[config.mk]
export PLATFORM = sky130hd
export DESIGN_NAME = encoder
export DESIGN_NICKNAME = d
export VERILOG_FILES = /design/src/rtl/apu_serial_pkg.sv /design/src/rtl/encoder_frame_tx.sv /design/src/rtl/encoder.sv
export SDC_FILE = /design/constraint.sdc
export NUM_CORES = 1
export LEC_CHECK = 0
export BUFFER_PORTS_ARGS = -buffer_cell sky130_fd_sc_hd__buf_2
export CORE_UTILIZATION = 40
export CTS_CLUSTER_DIAMETER = 40
export DETAILED_ROUTE_END_ITERATION = 10
export GPL_ROUTABILITY_DRIVEN = 0
export SLEW_MARGIN = 20
export SYNTH_ARGS = -nofsm -noshare
export SYNTH_HDL_FRONTEND = slang
export SYNTH_SLANG_ARGS = --single-unit
[constraint.sdc]
create_clock -name sck -period 1.6 [get_ports sck]
set_input_delay 0.32 -clock sck [delete_from_list [all_inputs] [get_ports sck]]
set_output_delay 0.32 -clock sck [all_outputs]
set_load 0.1 [all_outputs]
[src/rtl/apu_serial_pkg.sv]
// Shared on-wire definitions for the APU register serial link.
// Used by both the transmit encoder and the receive decoder.
package apu_serial_pkg;

    localparam int FRAME_WIDTH = 10;
    localparam logic START_BIT = 1'b0;
    localparam logic STOP_BIT = 1'b1;
    localparam logic [FRAME_WIDTH-1:0] IDLE_PATTERN = '1;

    typedef enum logic [2:0] {
        IDLE,
        LOW_FRAME,
        LOW_GAP,
        HIGH_FRAME,
        HIGH_GAP
    } enc_state_e;

    // Payload byte: upper nibble is the 4-bit address {index, half}
    function automatic logic [7:0] compose_payload(
        input logic [2:0] index,
        input logic       half,
        input logic [3:0] nibble
    );
        return {index, half, nibble};
    endfunction

endpackage

[src/rtl/encoder_frame_tx.sv]
// Single-frame serialiser: start bit, 8 payload bits LSB first,
// stop bit, then GAP_BITS idle bits, each held CLKS_PER_BIT cycles.
module frame_tx
    import apu_serial_pkg::*;
#(
    parameter int CLKS_PER_BIT = 1,
    parameter int GAP_BITS     = 1
) (
    input  logic       sck,
    input  logic       rst,
    input  logic       load,
    input  logic [7:0] payload,
    output logic       sdo,
    output logic       frame_done,
    output logic       gap_done
);

    localparam int DW = (CLKS_PER_BIT > 1) ? $clog2(CLKS_PER_BIT) : 1;
    localparam int BMAX = (GAP_BITS > FRAME_WIDTH) ? GAP_BITS : FRAME_WIDTH;
    localparam int BW = $clog2(BMAX + 1);

    localparam logic [DW-1:0] DIV_LAST = DW'(CLKS_PER_BIT - 1);
    localparam logic [BW-1:0] FRAME_LAST = BW'(FRAME_WIDTH - 1);
    localparam logic [BW-1:0] GAP_LAST = BW'(GAP_BITS - 1);

    logic          active;
    logic          in_gap;
    logic [BW-1:0] bit_cnt;
    logic [DW-1:0] div_cnt;
    logic [8:0]    shift;
    logic          bit_end;

    assign bit_end    = active && (div_cnt == DIV_LAST);
    assign frame_done = bit_end && !in_gap && (bit_cnt == FRAME_LAST);
    assign gap_done   = bit_end && in_gap && (bit_cnt == GAP_LAST);

    // shift holds the bits still to go after the current one;
    // ones shifted in behind the stop bit keep the line high
    always_ff @(posedge sck) begin
        if (rst) begin
            active  <= 1'b0;
            in_gap  <= 1'b0;
            bit_cnt <= '0;
            div_cnt <= '0;
            shift   <= '1;
            sdo     <= IDLE_PATTERN[0];
        end else if (load) begin
            active  <= 1'b1;
            in_gap  <= 1'b0;
            bit_cnt <= '0;
            div_cnt <= '0;
            shift   <= {STOP_BIT, payload};
            sdo     <= START_BIT;
        end else if (bit_end) begin
            div_cnt <= '0;
            if (frame_done) begin
                in_gap  <= 1'b1;
                bit_cnt <= '0;
                sdo     <= IDLE_PATTERN[0];
            end else if (gap_done) begin
                active  <= 1'b0;
                in_gap  <= 1'b0;
                bit_cnt <= '0;
                sdo     <= IDLE_PATTERN[0];
            end else if (in_gap) begin
                bit_cnt <= bit_cnt + 1'b1;
            end else begin
                bit_cnt <= bit_cnt + 1'b1;
                sdo     <= shift[0];
                shift   <= {1'b1, shift[8:1]};
            end
        end else if (active) begin
            div_cnt <= div_cnt + 1'b1;
        end
    end

endmodule

[src/rtl/encoder.sv]
// APU register write encoder: one accepted write becomes a low-nibble
// frame followed by a high-nibble frame on the serial line.
module encoder
    import apu_serial_pkg::*;
#(
    parameter int CLKS_PER_BIT = 1,
    parameter int GAP_BITS     = 1
) (
    input  logic       sck,
    input  logic       rst,
    input  logic       in_valid,
    output logic       in_ready,
    input  logic [2:0] in_index,
    input  logic [7:0] in_data,
    output logic       sdo,
    output logic       busy
);

    enc_state_e state;
    enc_state_e state_d;

    logic [2:0] idx_q;
    logic [3:0] hi_q;
    logic       accept;
    logic       load;
    logic [7:0] payload;
    logic       frame_done;
    logic       gap_done;

    assign in_ready = (state == IDLE) && !rst;
    assign busy     = (state != IDLE) && !rst;
    assign accept   = in_valid && in_ready;

    // The high frame is loaded on the same edge the low gap ends,
    // so no extra idle bit appears between the two frames
    always_comb begin
        state_d = state;
        load    = 1'b0;
        payload = compose_payload(in_index, 1'b0, in_data[3:0]);
        unique case (state)
            IDLE: begin
                if (accept) begin
                    load    = 1'b1;
                    state_d = LOW_FRAME;
                end
            end
            LOW_FRAME: begin
                if (frame_done) state_d = LOW_GAP;
            end
            LOW_GAP: begin
                if (gap_done) begin
                    load    = 1'b1;
                    payload = compose_payload(idx_q, 1'b1, hi_q);
                    state_d = HIGH_FRAME;
                end
            end
            HIGH_FRAME: begin
                if (frame_done) state_d = HIGH_GAP;
            end
            HIGH_GAP: begin
                if (gap_done) state_d = IDLE;
            end
            default: state_d = IDLE;
        endcase
    end

    always_ff @(posedge sck) begin
        if (rst) begin
            state <= IDLE;
            idx_q <= '0;
            hi_q  <= '0;
        end else begin
            state <= state_d;
            if (accept) begin
                idx_q <= in_index;
                hi_q  <= in_data[7:4];
            end
        end
    end

    frame_tx #(
        .CLKS_PER_BIT(CLKS_PER_BIT),
        .GAP_BITS    (GAP_BITS)
    ) u_frame_tx (
        .sck       (sck),
        .rst       (rst),
        .load      (load),
        .payload   (payload),
        .sdo       (sdo),
        .frame_done(frame_done),
        .gap_done  (gap_done)
    );

endmodule
## After elaboration in Yosys (flattened, before gate mapping)

Cells that the tools add are included.

| word-level totals | value |
|---|---|
| bits of input ports | 14 |
| flip-flop bits (word level) | 26 |
| output and inout bits | 3 |

| operators by class | value |
|---|---|
| bitwise gates (word level) | 1 |
| eq/ne operators | 14 |
| $add $sub $neg | 2 |
| reductions and logical operators | 23 |
| muxes and demuxes | 28 |

Operators with widths:

| operator | number |
|---|---|
| 2-to-1 mux 8 bit | 7 |
| inequality test 2 bit (second input constant) | 8 |
| 2-to-1 mux 3 bit | 5 |
| one-hot mux 3 bit (5 select lines) | 1 |
| 2-to-1 mux 1 bit | 12 |
| logical AND 1 bit | 8 |
| 2-to-1 mux 4 bit | 2 |
| equality test 3 x 2 -> 1 bit (second input constant) | 2 |
| nonzero test 2 bit | 3 |
| AND reduction 5 bit | 1 |
| adder 4 x 1 -> 4 bit (second input constant) | 1 |
| equality test 4 bit (second input constant) | 1 |
| zero test 4 bit | 1 |
| inequality test 4 bit (second input constant) | 1 |
| AND reduction 2 bit | 2 |
| AND reduction 4 bit | 1 |
| equality test 3 x 1 -> 1 bit (second input constant) | 1 |
| equality test 3 bit (second input constant) | 1 |
| zero test 3 bit | 1 |
| AND reduction 3 bit | 1 |
| nonzero test 3 bit | 1 |
| OR reduction 3 bit | 1 |
| zero test 1 bit | 2 |
| one-hot mux 1 bit (2 select lines) | 1 |
| 3 further kinds | 3 |

## Depth between registers and ports, before layout

Gate-level depths: netlist of the first run.

| logic depth | value |
|---|---|
| depth after elaboration | 8 |
| gate-level depth with buffers | 8 |
| depth with buffers taken out | 6 |

## Cells and area by module

Synthesis of the first run repeated with hierarchy kept, for this count alone.

| unflattened totals | value |
|---|---|
| cell total of the unflattened synthesis | 138 |
| area, all modules | 1323.8 um2 |

By module, submodules not included:

| module | area each (um2) | instances | cells an instance |
|---|---|---|---|
| frame_tx | 788.3 | 1 | 90 |
| encoder | 535.5 | 1 | 48 |

## Worst setup path before layout of the first run

No wires, ideal clock.

| timing | value |
|---|---|
| path kind | reg-to-reg |
| start point | reg state[1] |
| end point | reg u_frame_tx.shift[2] |
| cell stages (with the launch flop) | 7 |
| setup slack | -1.581 ns |
| clock period less this slack | 3.181 ns |
| library setup time | 0.124 ns |
| data required time | 1.476 ns |
| arrival | 3.057 ns |
| path through | dfxtp_1 > buf_2 > nor4_2 > nand2_1 > clkbuf_1 > nor2_1 > o31ai_1 |

| between the ends | value |
|---|---|
| word-level cells in the longest chain between the ends | 7 |
| elaborated cells on any way between the ends | 13 |
| classes of those cells | eq/ne (4); mux (4); reduce/logical (5) |

RTL lines:

| what | RTL line | source |
|---|---|---|
| start: declaration | encoder.sv:19 | `enc_state_e state;` |
| start signal: assignment | encoder.sv:73 | `state <= state_d;` |
| zero test 3 bit * | encoder.sv:30 | `assign in_ready = (state == IDLE) && !rst;` |
| logical AND 1 bit * | encoder.sv:30 |  |
| named net in_ready | encoder.sv:12 | `output logic in_ready,` |
| logical AND 1 bit * | encoder.sv:32 | `assign accept = in_valid && in_ready;` |
| 2-to-1 mux 1 bit * | encoder.sv:42 | `if (accept) begin` |
| one-hot mux 1 bit (2 select lines) * | encoder.sv:40 | `unique case (state)` |
| inequality test 2 bit (no line) / nonzero test 2 bit (equally long branches) | - |  |
| AND reduction 4 bit (no line) | - |  |
| end signal: assignment | encoder_frame_tx.sv:52 | `shift <= {STOP_BIT, payload};` |
| end signal: assignment | encoder_frame_tx.sv:70 | `shift <= {1'b1, shift[8:1]};` |
| end: declaration | encoder_frame_tx.sv:30 | `logic [8:0] shift;` |

Mark *: on every way through the listed nets, which the timed path passes. The rest lies on a longest branch.
A chain may end at the register's enable or synchronous reset.

## Final worst setup path of the first run

| timing | value |
|---|---|
| start point | reg state[0] |
| end point | out in_ready |

| between the ends | value |
|---|---|
| word-level cells in the longest chain between the ends | 2 |

RTL lines:

| what | RTL line |
|---|---|
| zero test 3 bit | encoder.sv:30 |
| logical AND 1 bit | encoder.sv:30 |
| end: declaration | encoder.sv:12 |

No other way between the ends.

==> impl_metrics.csv, run 1 <==
group,metric,value,unit
critical_path,critPathArrivalTime,1.37,ns
power,power.static_leakage,0.733,nW
sta,setup_total_negative_slack,-0.307,ns
clock_network,cts_root_buf,"sky130_fd_sc_hd__clkbuf_4",
yosys,postSynthNetCount,166,
critical_path,worst-r2r-cell-count,6,
layout,post_route_cells_drive_above_1_share,0.391,
yosys,synth_area_per_cell,8.54,um2
clock_network,clk_pin_slew_worst_paths,0.15,ns
clock_network,cts-htree-levels,1,
drt,drt_pre_antenna_iters,4,
yosys,ys_ff_latch,26,
drt,post-route-drc-count,0,
yosys,synthMostInstantiatedCell,"sky130_fd_sc_hd__dfxtp_1",
hold_path,min_delay_path_depth,3,
yosys,yosys.cell_types.count,41,
hold_path,path_class_of_the_lowest_slack_min_delay_path,"primary input to flop",
clock_network,clock-sinks,26,
status,failing_checks,"negative setup slack",
global_routing,track_usage,0.192,
power,report.power.total,1.36,mW
sta,finalHoldViolations,0,
clock_network,clock_path_buffers,2,
drt,vias,1160,
sta,finalWorstPathRequiredPeriod,1.69,ns
yosys,synth_common_cells,"26 x sky130_fd_sc_hd__dfxtp_1, 20 x sky130_fd_sc_hd__nand2_1, 14 x sky130_fd_sc_hd__nor2_1",
critical_path,cp.required,1.28,ns
drt,drt-initial-drc-count,13,
drt,route.detailed.vias_per_inst,5.20,
drt,ant_nets,0,
sta,worstMarginPinSlew,0.485,ns
floorplanning,dieHeight,58.4,um
sta,grt_setup_unrepaired,"true",
layout,synthToLayoutAreaGrowth,34.4,%
global_routing,pin_count_of_the_biggest_net_entering_global_routing,21,
sta,fin_hold_ws,0.149,ns
sta,setup_viol,5,
placement,placement.setup.worst_slack,-0.109,ns
yosys,synth-warning-count,0,
clock_network,hold_buffer_count_at_cts,0,
layout,n_fill_cell,289,
run,drv_cap,0,
status,status,"finished with violations",
floorplanning,die_width,58.4,um
power,powerDensity,793,mW/mm2
yosys,post_synthesis_cell_count,149,
placement,hpwl,1.99,mm
sta,layout_setup_ws,-0.0883,ns
floorplanning,design.die.area,0.00341,mm2
global_routing,grt_residual_overflow,0,
layout,antenna_cells_inserted,0,
power,vdd_drop_max,0.434,mV
yosys,seq_area_frac_synth,0.409,
yosys,synth.top_cells.by_area,"sky130_fd_sc_hd__dfxtp_1 41%, sky130_fd_sc_hd__nand2_1 5.9%, sky130_fd_sc_hd__nand3b_1 4.1%, sky130_fd_sc_hd__nor2_1 4.1%, sky130_fd_sc_hd__a21oi_1 3.5%",
critical_path,type_of_destination_of_the_critical_path,"output pin",
global_routing,grt_pass1_vias,1052,
clock_network,clk_latency,0.34,ns
critical_path,crit_path_max_fanout,4,
sta,report.final.slew_viol_count,0,
clock_network,tritoncts,"done",
floorplanning,initial_core_utilization,0.420,
critical_path,crit_path_start_kind,"flop",
floorplanning,top_level_ports,17,
layout,final_net_count,197,
yosys,netlist_area,0.00127,mm2
drt,routed_wl,2.94,mm
yosys,yosys.area.top_type,"sky130_fd_sc_hd__dfxtp_1",
sta,clock_skew,0.00153,ns
global_routing,antenna_violations_before_repair,0,
yosys,synth_flop_cell,"sky130_fd_sc_hd__dfxtp_1",
floorplanning,core_rows,20,
placement,i_o_buffers,16,
floorplanning,design.core.area,0.00303,mm2
sta,max_freq,592,MHz
yosys,netlist.area_leader.share,0.409,
critical_path,crit_type,"flop to output pin",
drt,routedWlPerCell,13.2,um
sta,timing.final.crit_share,1.06,
sta,slew-limit-headroom,0.679,
yosys,postSynth.asyncResetShare,0,
global_routing,wire_length_of_the_first_global_routing_pass,5.01,mm
clock_network,cts_made_buffers,3,
yosys,synth-edff-count,0,
==> stage by stage <==
stage               instances  cell area, um2   util
finish                    223            1710  0.565
global route              223            1710  0.565
CTS                       223            1680  0.555
detailed placement        213            1550  0.511
global placement          213            1550  0.511
floorplan                 149            1330      -
==> cell type report <==
type | instances | area [um2] | share of cell area
Timing Repair Buffer | 37 | 279 | 0.163
Sequential cell | 26 | 537 | 0.314
Tap cell | 44 | 55.1 | 0.0322
Inverter | 3 | 11.3 | 0.00658
Multi-Input combinational cell | 109 | 781 | 0.456
Clock buffer | 4 | 47.5 | 0.0278
==> repair_timing <==
item                                    CTS  global route
buffers inserted                          6             0
pin swaps                                 7             3
resized for setup                        12             9
endpoints found under the setup margin   12            15
==> sequential cells by signal (all words and copies together) (netlist names) <==
signal,count
u_frame_tx.sdo,1
u_frame_tx.active,1
u_frame_tx.in_gap,1
u_frame_tx.bit_cnt,4
u_frame_tx.shift,8
hi_q,4
u_frame_tx.div_cnt,1
idx_q,3
state,3
==> worst max-delay path, cell delays in order (launching register included) <==
cell	delay, ns
sky130_fd_sc_hd__dfxtp_4	0.39
sky130_fd_sc_hd__nor4_4	0.28
sky130_fd_sc_hd__buf_4	0.18
sky130_fd_sc_hd__buf_12	0.17
==> worst paths after layout <==
| check | from | endpoint | slack [ns] |
|---|---|---|---|
| setup / recovery | state[0] | in_ready | -0.09 |
| hold / removal | in_data[6] | hi_q[2] | 0.15 |
| setup reg to reg | u_frame_tx.bit_cnt[0] | u_frame_tx.bit_cnt[3] | -0.06 |
| hold reg to reg | idx_q[2] | idx_q[2] | 0.48 |
==> routing by layer <==
metal	part of all wire	global-route usage
met3	0.025	0.0352
met1	0.49	0.260
met5	0	0
met4	0.015	0.0714
met2	0.47	0.305
==> power breakdown <==
part / internal (mW) / total (mW) / switching [mW]
logic: 0.112 / 0.247 / 0.135
clock network: 0.192 / 0.405 / 0.213
registers: 0.680 / 0.704 / 0.0241
==> kinds of logic (layout without fill, tap and decap cells) <==
group	count (synthesis)	in the layout	share of synthesized area
and+or+nand+nor	65	65	0.290
xor gates and xnor gates	4	4	0.0275
muxes	1	1	0.00787
buffers and inverters	14	44	0.0452
DFF	26	26	0.409
adders and majority gates	3	3	0.0295
AOI/OAI and AO/OA	36	36	0.191
==> cell usage in the layout (no fill, tap or decap), types with 2 or more instances in the layout <==
cell type and instances:
sky130_fd_sc_hd__a21boi_0 4, sky130_fd_sc_hd__buf_6 3, sky130_fd_sc_hd__nand2_1 19, sky130_fd_sc_hd__o22ai_1 2, sky130_fd_sc_hd__buf_2 14, sky130_fd_sc_hd__buf_4 18
sky130_fd_sc_hd__dfxtp_4 4, sky130_fd_sc_hd__xor2_1 3, sky130_fd_sc_hd__nand3b_1 7, sky130_fd_sc_hd__o21ai_0 2, sky130_fd_sc_hd__o21ai_1 2, sky130_fd_sc_hd__a21oi_1 9
sky130_fd_sc_hd__nor3_1 2, sky130_fd_sc_hd__clkbuf_4 3, sky130_fd_sc_hd__and2_4 2, sky130_fd_sc_hd__or4_4 2, sky130_fd_sc_hd__o31ai_1 4, sky130_fd_sc_hd__nor2_2 4
sky130_fd_sc_hd__a211oi_1 6, sky130_fd_sc_hd__nor2_1 9, sky130_fd_sc_hd__nor4_1 2, sky130_fd_sc_hd__a21o_1 2, sky130_fd_sc_hd__buf_12 2, sky130_fd_sc_hd__inv_2 3
sky130_fd_sc_hd__dfxtp_1 21
No activity file was read; power rests on OpenSTA's default activity.
==> inputs of run 2 (changes only) <==
--- a/config.mk
+++ b/config.mk
@@ -6,10 +6,11 @@
 export NUM_CORES = 1
 export LEC_CHECK = 0
 export BUFFER_PORTS_ARGS = -buffer_cell sky130_fd_sc_hd__buf_2
-export CORE_UTILIZATION = 40
+export CORE_UTILIZATION = 25
 export CTS_CLUSTER_DIAMETER = 40
 export DETAILED_ROUTE_END_ITERATION = 10
 export GPL_ROUTABILITY_DRIVEN = 0
+export SETUP_SLACK_MARGIN = 0.4
 export SLEW_MARGIN = 20
 export SYNTH_ARGS = -nofsm -noshare
 export SYNTH_HDL_FRONTEND = slang
==> run 2 against run 1 <==
The run still ends with negative setup slack left. Sequential share of layout area decreased by 4.2 points. First-iteration DRC count increased by 100%. Cell area increased by 15%. Critical path type is now flop to flop. Largest power group unchanged.
==> impl_metrics.csv, run 2 (synthesis gave the netlist of run 1 again) <==
group,metric,value,unit
sta,setup_viol,6,
sta,finalWorstPathRequiredPeriod,1.67,ns
layout,top_regs,"u_frame_tx.shift: 8 flops, hi_q: 4 flops, u_frame_tx.bit_cnt: 4 flops",
floorplanning,dieHeight,73.3,um
layout,layout.cells.most_common_list,"21 x sky130_fd_sc_hd__dfxtp_1, 18 x sky130_fd_sc_hd__buf_4, 13 x sky130_fd_sc_hd__buf_2",
sta,slew-limit-headroom,0.728,
floorplanning,top_level_ports,17,
run,drv_cap,0,
clock_network,clock_path_buffers,2,
critical_path,slowest_delay,0.49,ns
global_routing,pin_count_of_the_biggest_net_entering_global_routing,24,
critical_path,critPathArrivalTime,1.88,ns
layout,layout.cells.non_filler,254,
hold_path,path_class_of_the_lowest_slack_min_delay_path,"primary input to flop",
floorplanning,die_width,73.3,um
critical_path,path_cells,"inv_2 -> ha_4 -> nand3b_4 -> or4_4 -> or3b_4 -> a21oi_2",
critical_path,cp_top_family,"simple AND/OR/NAND/NOR gates",
clock_network,clk_pin_slew_worst_paths,0.10,ns
power,power.static_leakage,0.854,nW
clock_network,cts_root_buf,"sky130_fd_sc_hd__clkbuf_8",
drt,vias,1215,
floorplanning,core_rows,25,
critical_path,cpMaxStageDelayCell,"sky130_fd_sc_hd__or4_4",
sta,worstMarginPinSlew,0.408,ns
layout,post_route_cells_drive_above_1_share,0.497,
sta,finalHoldViolations,0,
drt,route.detailed.vias_per_inst,4.78,
global_routing,wire_length_of_the_first_global_routing_pass,5.28,mm
hold_path,min_delay_path_depth,3,
layout,n_fill_cell,492,
floorplanning,initial_core_utilization,0.264,
critical_path,crit_type,"flop to flop",
sta,layout_setup_ws,-0.0750,ns
critical_path,type_of_destination_of_the_critical_path,"flop",
layout,most_flops_register,"u_frame_tx.shift",
floorplanning,design.core.area,0.00482,mm2
layout,antenna_cells_inserted,0,
critical_path,cp.required,1.80,ns
clock_network,cts-htree-levels,1,
power,vdd_drop_max,0.396,mV
drt,drt-initial-drc-count,26,
clock_network,clk_latency,0.27,ns
drt,ant_nets,0,
global_routing,grt_residual_overflow,0,
status,failing_checks,"negative setup slack",
critical_path,crit_path_start_kind,"flop",
drt,routedWlPerCell,12.8,um
placement,placement.setup.worst_slack,-0.0583,ns
sta,max_freq,597,MHz
global_routing,grt_pass1_vias,1160,
drt,drt_pre_antenna_iters,4,
layout,synthToLayoutAreaGrowth,54.6,%
sta,grt_setup_unrepaired,"true",
placement,i_o_buffers,16,
drt,routed_wl,3.25,mm
layout,flip_flop_count_of_the_largest_register_all_copies_and_words_added,8,
critical_path,path_depth,6,
clock_network,cts_made_buffers,3,
critical_path,timing.critical_path.buf_inv,1,
layout,final_net_count,205,
placement,dpl.cell_count,236,
power,powerDensity,753,mW/mm2
clock_network,hold_buffer_count_at_cts,0,
critical_path,worst-r2r-cell-count,6,
sta,setup_total_negative_slack,-0.247,ns
status,status,"finished with violations",
global_routing,antenna_violations_before_repair,0,
sta,report.final.slew_viol_count,0,
placement,hpwl,1.90,mm
clock_network,tritoncts,"done",
sta,timing.final.crit_share,1.05,
sta,clock_skew,0.00760,ns
floorplanning,design.die.area,0.00538,mm2
critical_path,crit_path_max_fanout,2,
clock_network,clock-sinks,26,
layout,most_common_cell_after_layout_fill_and_taps_aside,"sky130_fd_sc_hd__dfxtp_1",
layout,fin_util,0.408,
sta,fin_hold_ws,0.236,ns
global_routing,track_usage,0.125,
drt,post-route-drc-count,0,
-- run 2: where the power goes --
group          switching (mW)  internal, mW
clock                   0.216         0.272
combinational           0.149         0.137
sequential             0.0250         0.681
total                   0.390          1.09
-- run 2: final timing paths --
kind	start	end	slack, ns
min reg2reg	idx_q[2]	idx_q[2]	0.47
min	in_data[6]	hi_q[2]	0.24
max	u_frame_tx.bit_cnt[1]	state[2]	-0.07
max reg2reg	u_frame_tx.bit_cnt[1]	state[2]	-0.07
-- run 2: final cells by class --
| class | count | area [um2] | share of cell area |
|---|---|---|---|
| Timing Repair Buffer | 45 | 418 | 0.212 |
| Sequential cell | 26 | 534 | 0.272 |
| Multi-Input combinational cell | 109 | 853 | 0.434 |
| Clock buffer | 4 | 66.3 | 0.0337 |
| Inverter | 3 | 11.3 | 0.00573 |
| Tap cell | 67 | 83.8 | 0.0426 |
-- run 2: worst reg2reg max path, stage by stage (launching register included) --
cell and delay (ns):
sky130_fd_sc_hd__dfxtp_2 0.33, sky130_fd_sc_hd__inv_2 0.07, sky130_fd_sc_hd__ha_4 0.13, sky130_fd_sc_hd__nand3b_4 0.07, sky130_fd_sc_hd__or4_4 0.49, sky130_fd_sc_hd__or3b_4 0.41, sky130_fd_sc_hd__a21oi_2 0.11
-- run 2: through the flow --
stage	total power [mW]	instance area (um2)
6_report	1.48	1970
5_1_grt	1.54	1970
4_1_cts	1.47	1890
3_5_place_dp	0.948	1590
3_3_place_gp	0.946	1590
2_1_floorplan	0.883	1360
-- run 2: what timing repair did --
item / 4_1_cts / 5_1_grt
buffers inserted: 11 / 1
pin swaps: 13 / 9
gates cloned: 1 / 1
resized for setup: 40 / 12
setup endpoints to repair: 29 / 29
-- run 2: metal layers --
metal,share of wire,global-route usage,vias up
met2,0.51,0.225,15
li1,-,-,613
met1,0.47,0.155,585
met3,0.018,0.0137,2
met5,0,0,-
met4,0.0058,0.0427,0
==> inputs of run 3 (changes only) <==
--- a/config.mk
+++ b/config.mk
@@ -5,13 +5,16 @@
 export SDC_FILE = /design/constraint.sdc
 export NUM_CORES = 1
 export LEC_CHECK = 0
+export ABC_CLOCK_PERIOD_IN_PS = 1600
 export BUFFER_PORTS_ARGS = -buffer_cell sky130_fd_sc_hd__buf_2
 export CORE_UTILIZATION = 25
 export CTS_CLUSTER_DIAMETER = 40
 export DETAILED_ROUTE_END_ITERATION = 10
 export GPL_ROUTABILITY_DRIVEN = 0
+export PLACE_DENSITY = 0.49
 export SETUP_SLACK_MARGIN = 0.4
 export SLEW_MARGIN = 20
 export SYNTH_ARGS = -nofsm -noshare
 export SYNTH_HDL_FRONTEND = slang
 export SYNTH_SLANG_ARGS = --single-unit
+export TNS_END_PERCENT = 50
==> run 3 against run 2 <==
The run still ends with negative setup slack left. Worst hold slack got worse by 0.0089 ns. Fmax increased by 1.1%. Combinational power decreased by 5%. Clock skew decreased by 0.0042 ns. Global-route usage increased by 0.083 points. Cell area decreased by 0.83%. Register-to-register slack improved by 0.02 ns. Critical path depth unchanged. Non-clock buffer count decreased by 9. Die area unchanged.
==> impl_metrics.csv, run 3 (synthesis gave the netlist of run 1 again) <==
group,metric,value,unit
status,status,"finished with violations",
status,failing_checks,"negative setup slack",
clock_network,clock-sinks,26,
layout,postLayoutCellArea,0.00195,mm2
floorplanning,core_rows,25,
drt,ant_nets,0,
global_routing,track_usage,0.126,
power,powerDensity,787,mW/mm2
power,sw_frac_of_total,0.257,
layout,synthToLayoutAreaGrowth,53.3,%
power,reg_power_frac,0.465,
critical_path,crit_path_max_fanout,3,
sta,setup_viol,4,
power,power_share_of_the_clock_group,0.359,
sta,max_freq,603,MHz
power,power.internal,1.14,mW
critical_path,critPathArrivalTime,1.87,ns
placement,i_o_buffers,16,
clock_network,tritoncts,"done",
power,part_of_the_total_power_dissipated_in_combinational_logic,0.177,
power,power.static_leakage,0.782,nW
layout,most_common_cell_after_layout_fill_and_taps_aside,"sky130_fd_sc_hd__dfxtp_1",
global_routing,wire_length_of_the_first_global_routing_pass,5.20,mm
sta,layout_setup_ws,-0.0575,ns
clock_network,clk_pin_slew_worst_paths,0.09,ns
clock_network,hold_buffer_count_at_cts,0,
sta,grt_setup_unrepaired,"true",
drt,routedWlPerCell,12.7,um
drt,vias,1154,
layout,post_route_cells_drive_above_1_share,0.494,
drt,drt_pre_antenna_iters,4,
drt,routed_wl,3.12,mm
critical_path,crit_type,"flop to flop",
placement,placement.setup.worst_slack,-0.102,ns
sta,finalWorstPathRequiredPeriod,1.66,ns
sta,report.final.slew_viol_count,0,
power,vdd_drop_max,0.473,mV
floorplanning,design.die.area,0.00538,mm2
clock_network,cts_root_buf,"sky130_fd_sc_hd__clkbuf_8",
sta,clock_skew,0.00337,ns
power,netSwitchingPower,0.395,mW
layout,top_regs,"u_frame_tx.shift: 8 flops, hi_q: 4 flops, u_frame_tx.bit_cnt: 4 flops",
layout,antenna_cells_inserted,0,
drt,post-route-drc-count,0,
layout,most_flops_register,"u_frame_tx.shift",
floorplanning,design.core.area,0.00482,mm2
drt,route.detailed.vias_per_inst,4.71,
critical_path,type_of_destination_of_the_critical_path,"flop",
global_routing,antenna_violations_before_repair,0,
sta,worstMarginPinSlew,0.451,ns
clock_network,cts-htree-levels,1,
sta,fin_hold_ws,0.227,ns
critical_path,cp.required,1.82,ns
sta,slew-limit-headroom,0.698,
layout,flip_flop_count_of_the_largest_register_all_copies_and_words_added,8,
hold_path,path_class_of_the_lowest_slack_min_delay_path,"primary input to flop",
run,drv_cap,0,
layout,final_net_count,196,
global_routing,pin_count_of_the_biggest_net_entering_global_routing,17,
clock_network,clock_path_buffers,2,
sta,timing.final.crit_share,1.04,
placement,hpwl,2.13,mm
floorplanning,die_width,73.3,um
placement,place_area,0.00156,mm2
sta,finalHoldViolations,0,
floorplanning,initial_core_utilization,0.264,
layout,layout.cells.most_common_list,"21 x sky130_fd_sc_hd__dfxtp_1, 18 x sky130_fd_sc_hd__nand2_1, 13 x sky130_fd_sc_hd__buf_2, 13 x sky130_fd_sc_hd__buf_4, 10 x sky130_fd_sc_hd__nor2_1",
global_routing,grt_pass1_vias,1127,
critical_path,crit_path_start_kind,"flop",
clock_network,clk_latency,0.27,ns
floorplanning,dieHeight,73.3,um
floorplanning,top_level_ports,17,
clock_network,cts_made_buffers,3,
global_routing,grt_residual_overflow,0,
drt,drt-initial-drc-count,54,
[run 3: path summary, 6_finish.rpt]
check,startpoint,to,slack (ns),depth (start not counted)
hold reg to reg,idx_q[2],idx_q[2],0.47,2
setup / recovery,u_frame_tx.bit_cnt[0],u_frame_tx.bit_cnt[3],-0.06,6
setup reg to reg,u_frame_tx.bit_cnt[0],u_frame_tx.bit_cnt[3],-0.06,6
hold / removal,in_data[5],hi_q[1],0.23,3
[run 3: layout make-up]
class / count / area, um2
inverter: 3 / 16.3
clock inverter: 1 / 30.0
tap: 67 / 83.8
multi-input combinational: 109 / 928
timing repair buffer: 36 / 319
clock buffer: 3 / 41.3
fill: 483 / 2870
sequential: 26 / 532
[run 3: power groups by stage]
stage	clock network [mW]	registers, mW	logic [mW]
floorplan	0	0.731	0.140
global placement	0	0.719	0.217
detailed placement	0	0.721	0.221
CTS	0.566	0.710	0.258
global route	0.601	0.719	0.295
finish	0.551	0.714	0.271
[run 3: metal layers]
| metal | vias up | part of all wire | routed length [um] | GRT usage |
|---|---|---|---|---|
| li1 | 585 | - | - | - |
| met1 | 540 | 0.47 | 1450 | 0.159 |
| met2 | 25 | 0.49 | 1520 | 0.215 |
| met3 | 4 | 0.031 | 97 | 0.0302 |
| met4 | 0 | 0.013 | 40 | 0.0342 |
| met5 | - | 0 | 0 | 0 |
[run 3: per-stage QoR]
step	utilization	power [mW]	cells	setup TNS, ns
finish	0.405	1.54	245	-0.165
CTS	0.384	1.53	243	-0.184
global route	0.405	1.62	245	-0.554
global placement	0.325	0.937	236	-0.178
floorplan	-	0.871	149	-15.04
detailed placement	0.325	0.942	236	-0.380
[run 3: repair_timing]
action,4_1_cts,5_1_grt
gates cloned,0,1
resized for setup,50,14
buffers inserted,3,1
setup endpoints to repair,28,28
pin swaps,17,12
[run 3: worst max-delay path, cell delays in order (launching register included)]
cell	delay [ns]
sky130_fd_sc_hd__dfxtp_4	0.39
sky130_fd_sc_hd__inv_4	0.04
sky130_fd_sc_hd__ha_4	0.13
sky130_fd_sc_hd__and4bb_2	0.23
sky130_fd_sc_hd__and2_4	0.16
sky130_fd_sc_hd__or4_4	0.52
sky130_fd_sc_hd__nor2_2	0.13
